## config.mk

```make
export PLATFORM = sky130hd
export DESIGN_NAME = mc_ctrl
export DESIGN_NICKNAME = d
export VERILOG_FILES = /design/src/rtl/mc_ctrl.sv
export SDC_FILE = /design/constraint.sdc
export NUM_CORES = 1
export LEC_CHECK = 0
export ABC_AREA = 1
export CORE_MARGIN = 4
export CORE_UTILIZATION = 37
export CTS_BUF_LIST = sky130_fd_sc_hd__clkbuf_16
export DETAILED_ROUTE_END_ITERATION = 10
export HOLD_SLACK_MARGIN = 0.06
export PLACE_DENSITY_LB_ADDON = 0.08
export RECOVER_POWER = 100
export SYNTH_ARGS = -nofsm -noshare
export SYNTH_HDL_FRONTEND = slang
export SYNTH_SLANG_ARGS = --single-unit
```

## constraint.sdc

```tcl
create_clock -name clk -period 1.5 [get_ports clk]
set_input_delay 0.375 -clock clk [delete_from_list [all_inputs] [get_ports clk]]
set_output_delay 0.375 -clock clk [all_outputs]
set_load 0.02 [all_outputs]
```

## src/rtl/mc_ctrl.sv

```systemverilog
// mc_ctrl: multicycle MIPS control unit. Steps FETCH/DECODE/EXE/MEM/WB,
// decodes datapath selects and enables from the state (plus Op/Funct in EXE
// and Zero in BRANCH). All outputs are held at 0 while rst_n is low.
module mc_ctrl (
  input  logic       clk,
  input  logic       rst_n,
  input  logic [5:0] Op,
  input  logic [5:0] Funct,
  input  logic       Zero,
  output logic       PCWrite,
  output logic [1:0] PCSource,
  output logic       IRWrite,
  output logic       MemRead,
  output logic       MemWrite,
  output logic       IorD,
  output logic       RegWrite,
  output logic       RegDst,
  output logic       MemtoReg,
  output logic       ALUSrcA,
  output logic [1:0] ALUSrcB,
  output logic [1:0] EXTOp,
  output logic [1:0] ALUOp,
  output logic       Illegal,
  output logic       InstrDone
);

  // ALU operation encodings
  localparam logic [1:0] ALUOP_ADDU = 2'b00;
  localparam logic [1:0] ALUOP_SUBU = 2'b01;
  localparam logic [1:0] ALUOP_OR   = 2'b10;
  localparam logic [1:0] ALUOP_MOV  = 2'b11;

  // State encodings (binary); 10..15 are unused and fall back to FETCH
  localparam logic [3:0] S_FETCH  = 4'd0;
  localparam logic [3:0] S_DECODE = 4'd1;
  localparam logic [3:0] S_EXE    = 4'd2;
  localparam logic [3:0] S_WB_ALU = 4'd3;
  localparam logic [3:0] S_ADDR   = 4'd4;
  localparam logic [3:0] S_MEM_RD = 4'd5;
  localparam logic [3:0] S_WB_MEM = 4'd6;
  localparam logic [3:0] S_MEM_WR = 4'd7;
  localparam logic [3:0] S_BRANCH = 4'd8;
  localparam logic [3:0] S_JUMP   = 4'd9;

  // Opcodes / function codes
  localparam logic [5:0] OP_RTYPE = 6'b000000;
  localparam logic [5:0] OP_ORI   = 6'b001101;
  localparam logic [5:0] OP_LUI   = 6'b001111;
  localparam logic [5:0] OP_LW    = 6'b100011;
  localparam logic [5:0] OP_SW    = 6'b101011;
  localparam logic [5:0] OP_BEQ   = 6'b000100;
  localparam logic [5:0] OP_J     = 6'b000010;
  localparam logic [5:0] FN_ADDU  = 6'b100001;
  localparam logic [5:0] FN_SUBU  = 6'b100011;
  localparam logic [5:0] FN_OR    = 6'b100101;

  logic [3:0] r_state;
  logic [3:0] w_next;

  logic w_rtype, w_fn_ok, w_ori, w_lui, w_lw, w_sw, w_beq, w_j;

  assign w_rtype = (Op == OP_RTYPE);
  assign w_fn_ok = (Funct == FN_ADDU) || (Funct == FN_SUBU) || (Funct == FN_OR);
  assign w_ori   = (Op == OP_ORI);
  assign w_lui   = (Op == OP_LUI);
  assign w_lw    = (Op == OP_LW);
  assign w_sw    = (Op == OP_SW);
  assign w_beq   = (Op == OP_BEQ);
  assign w_j     = (Op == OP_J);

  // Raw decoded outputs, before reset gating
  logic       w_pcwrite, w_irwrite, w_memread, w_memwrite, w_iord;
  logic       w_regwrite, w_regdst, w_memtoreg, w_alusrca, w_illegal, w_done;
  logic [1:0] w_pcsource, w_alusrcb, w_extop, w_aluop;

  // State register; reset always lands in FETCH
  always_ff @(posedge clk) begin
    if (!rst_n) r_state <= S_FETCH;
    else        r_state <= w_next;
  end

  // Next-state selection
  always_comb begin
    w_next = S_FETCH;
    case (r_state)
      S_FETCH:  w_next = S_DECODE;
      S_DECODE: begin
        if ((w_rtype && w_fn_ok) || w_ori || w_lui) w_next = S_EXE;
        else if (w_lw || w_sw)                      w_next = S_ADDR;
        else if (w_beq)                             w_next = S_BRANCH;
        else if (w_j)                               w_next = S_JUMP;
        else                                        w_next = S_FETCH;
      end
      S_EXE:    w_next = S_WB_ALU;
      S_ADDR:   w_next = w_lw ? S_MEM_RD : S_MEM_WR;
      S_MEM_RD: w_next = S_WB_MEM;
      default:  w_next = S_FETCH;
    endcase
  end

  // Per-state output decode; everything not named stays at its default
  always_comb begin
    w_pcwrite  = 1'b0;
    w_pcsource = 2'd0;
    w_irwrite  = 1'b0;
    w_memread  = 1'b0;
    w_memwrite = 1'b0;
    w_iord     = 1'b0;
    w_regwrite = 1'b0;
    w_regdst   = 1'b0;
    w_memtoreg = 1'b0;
    w_alusrca  = 1'b0;
    w_alusrcb  = 2'd0;
    w_extop    = 2'd0;
    w_aluop    = ALUOP_ADDU;
    w_illegal  = 1'b0;
    w_done     = 1'b0;
    case (r_state)
      S_FETCH: begin
        w_memread = 1'b1;
        w_irwrite = 1'b1;
        w_alusrcb = 2'd1;
        w_pcwrite = 1'b1;
      end
      S_DECODE: begin
        // branch target precomputed into ALUOut
        w_alusrcb = 2'd2;
        if (!((w_rtype && w_fn_ok) || w_ori || w_lui || w_lw || w_sw || w_beq || w_j)) begin
          w_illegal = 1'b1;
          w_done    = 1'b1;
        end
      end
      S_EXE: begin
        w_alusrca = 1'b1;
        if (w_ori) begin
          w_alusrcb = 2'd3;
          w_extop   = 2'd1;
          w_aluop   = ALUOP_OR;
        end else if (w_lui) begin
          w_alusrcb = 2'd3;
          w_extop   = 2'd2;
          w_aluop   = ALUOP_MOV;
        end else begin
          case (Funct)
            FN_SUBU: w_aluop = ALUOP_SUBU;
            FN_OR:   w_aluop = ALUOP_OR;
            default: w_aluop = ALUOP_ADDU;
          endcase
        end
      end
      S_WB_ALU: begin
        w_regwrite = 1'b1;
        w_regdst   = w_rtype;
        w_done     = 1'b1;
      end
      S_ADDR: begin
        w_alusrca = 1'b1;
        w_alusrcb = 2'd3;
      end
      S_MEM_RD: begin
        w_memread = 1'b1;
        w_iord    = 1'b1;
      end
      S_WB_MEM: begin
        w_regwrite = 1'b1;
        w_memtoreg = 1'b1;
        w_done     = 1'b1;
      end
      S_MEM_WR: begin
        w_memwrite = 1'b1;
        w_iord     = 1'b1;
        w_done     = 1'b1;
      end
      S_BRANCH: begin
        w_alusrca  = 1'b1;
        w_aluop    = ALUOP_SUBU;
        w_pcsource = 2'd1;
        w_pcwrite  = Zero;
        w_done     = 1'b1;
      end
      S_JUMP: begin
        w_pcwrite  = 1'b1;
        w_pcsource = 2'd2;
        w_done     = 1'b1;
      end
      default: ;
    endcase
  end

  // Reset forces every output low, overriding the state decode
  assign PCWrite   = rst_n & w_pcwrite;
  assign PCSource  = rst_n ? w_pcsource : 2'd0;
  assign IRWrite   = rst_n & w_irwrite;
  assign MemRead   = rst_n & w_memread;
  assign MemWrite  = rst_n & w_memwrite;
  assign IorD      = rst_n & w_iord;
  assign RegWrite  = rst_n & w_regwrite;
  assign RegDst    = rst_n & w_regdst;
  assign MemtoReg  = rst_n & w_memtoreg;
  assign ALUSrcA   = rst_n & w_alusrca;
  assign ALUSrcB   = rst_n ? w_alusrcb : 2'd0;
  assign EXTOp     = rst_n ? w_extop : 2'd0;
  assign ALUOp     = rst_n ? w_aluop : ALUOP_ADDU;
  assign Illegal   = rst_n & w_illegal;
  assign InstrDone = rst_n & w_done;

endmodule

```

==> metrics.cfg <==
[final_layout]
final_common_cell=buf_4
area_delta_synth_final_pct=128
register_area_sq_um=90.1
largestRegisters=r_state x4
stdcell_area_sq_um=1370
final_cell_mix=buf_4, nand2_1, inv_1
regMostFlops=r_state
fin_nets=203
largest_reg_flops=4
multi_input_area_sq_um=553
fill_cells=76
drive_above_1_share=0.602
n_antenna_cell=0
instances_no_fill=202

[place]
placedInstanceArea_sq_um=1150
dp_slack_ps=-994
placed_cells=192
dpl.hpwl_um=1670
gp_congestion=0.919
portBuffers=33

[clock_tree]
numClockSinks=4
clockBufferDepth=2
clkTransAtPathRegs_ps=30
holdBufCountCts=0
h-tree-depth=1
numCtsBuffers=3
cts_root_buffer=clkbuf_16
cts_tree=built
worst_skew_pair.late_latency_ps=230

[detailed_routing]
dr.first_iter.drc_count=85
viasPerCell=5.91
vias=1193
drt_wl_total_um=3810
drc=0
ant_nets=0
firstDrtPassIters=5
wl_per_cell_um=18.9

[power]
max-vdd-ir-drop_v=0.00112
p_per_area_nw_per_um2=583
power_leakage_nw=0.733
power_mw=0.797

[die]
rows=14
die_y_um=48.3
die_width_um=48.3
initial_core_util=0.394
io_pins=34
core_sq_um=1520
dieArea_sq_um=2330

[timing]
hold_viol=0
fmax_mhz=529
period_needed_ps=1890
maxSlewViolCount=0
fin_ws_ps=-391
timing.final.crit_share=1.26
fin_setup_tns_ps=-5160
setup_viol=19
rsz0062_at_grt=true
worst_pin_slew_ps=236
slew_headroom=0.842
fin_worst_skew_ps=0.927

[synthesis]
synth_nets=134
yosys_warnings=0
syn-instance-count=119
synth_seq_cells=4
synth_cell_types=20
syn-cell-area_sq_um=601
synth-seq-area-share=0.133
syn_area_per_cell_sq_um=5.05

[run_status]
status=finished, violations left
failed_checks=setup timing

[global_route]
grt_first_pass_wirelength_um=4170
grt_max_degree=7
antenna_found_initial=0
grt_pass1_vias=959
grt_usage=0.261
overflow=0

[critical_path]
start_kind=flop
cp_max_fo=3
worstPathRequired_ps=1120
endpoint_kind=output pin
worstPathArrival_ps=1520
crit_type=reg2out

[flow_run]
max_cap_viol_count=0

[worst_hold_path]
hold_path_class=in2reg

[kinds of logic (layout without fill, tap and decap cells)]
kind of cell    count (synthesis)  in the layout  synth area share
compound gates                 14             14             0.127
buf+inv                        28             95             0.177
flops                           4              4             0.133
simple gates                   73             73             0.562
[critical path: stages (launching register included)]
cell and delay [ps]:
dfxtp_2 390, inv_2 60, nor2_1 190, inv_1 150, o22ai_1 220, a21oi_2 90
nand2_2 80, buf_6 110
[stage by stage]
step / utilization / hold WS (ps)
final: 0.897 / 670
after global routing: 0.897 / 672
after floorplan: - / 563
after CTS: 0.828 / 611
after global placement: 0.752 / 599
after detailed placement: 0.752 / 599
[cells in the mapped netlist]
cell type,instances,area share
nor2_1,23,0.14
nor3_2,1,0.017
inv_2,4,0.025
o21ai_1,1,0.0083
nand3_2,2,0.033
nor2_2,4,0.042
nor2_4,1,0.019
o22ai_1,1,0.010
a21oi_1,7,0.058
nand4_1,1,0.010
o21ai_2,1,0.015
o21ai_0,3,0.025
buf_2,1,0.0083
nand3b_1,1,0.013
dfxtp_1,4,0.13
a31oi_1,1,0.010
nand3_1,11,0.092
nand2_1,26,0.16
nand2_2,3,0.031
inv_1,23,0.14
[cell type report]
class / instances / area share
multi-input cells: 87 / 0.404
repair buffers: 65 / 0.384
inverters: 27 / 0.0759
flip-flops and latches: 4 / 0.0659
clock buffers: 3 / 0.0549
well taps: 16 / 0.0146
[path summary, 6_finish.rpt]
path,start,to,slack (ps),depth (start not counted)
setup / recovery,r_state[3],InstrDone,-390,7
hold / removal,rst_n,r_state[3],670,5
setup reg to reg,r_state[2],r_state[2],90,9
hold reg to reg,r_state[1],r_state[2],670,3
[report_power, final]
part	leakage, nW	internal [mW]	switching, mW
clock network	0.0370	0.343	0.0958
registers	0.0349	0.109	0.00593
logic	0.662	0.104	0.140
[repair_timing]
action | in CTS | in global routing
gates cloned | 0 | 0
setup endpoints to repair | 19 | 20
buffers inserted | 4 | 3
resized for setup | 142 | 39
pin swaps | 16 | 14
[layer usage]
| layer | global-route usage | part of all wire |
|---|---|---|
| met1 | 0.300 | 0.31 |
| met2 | 0.482 | 0.48 |
| met3 | 0.0185 | 0.13 |
| met4 | 0.118 | 0.074 |
| met5 | 0 | 0 |
(Power assumes the default switching activity.)
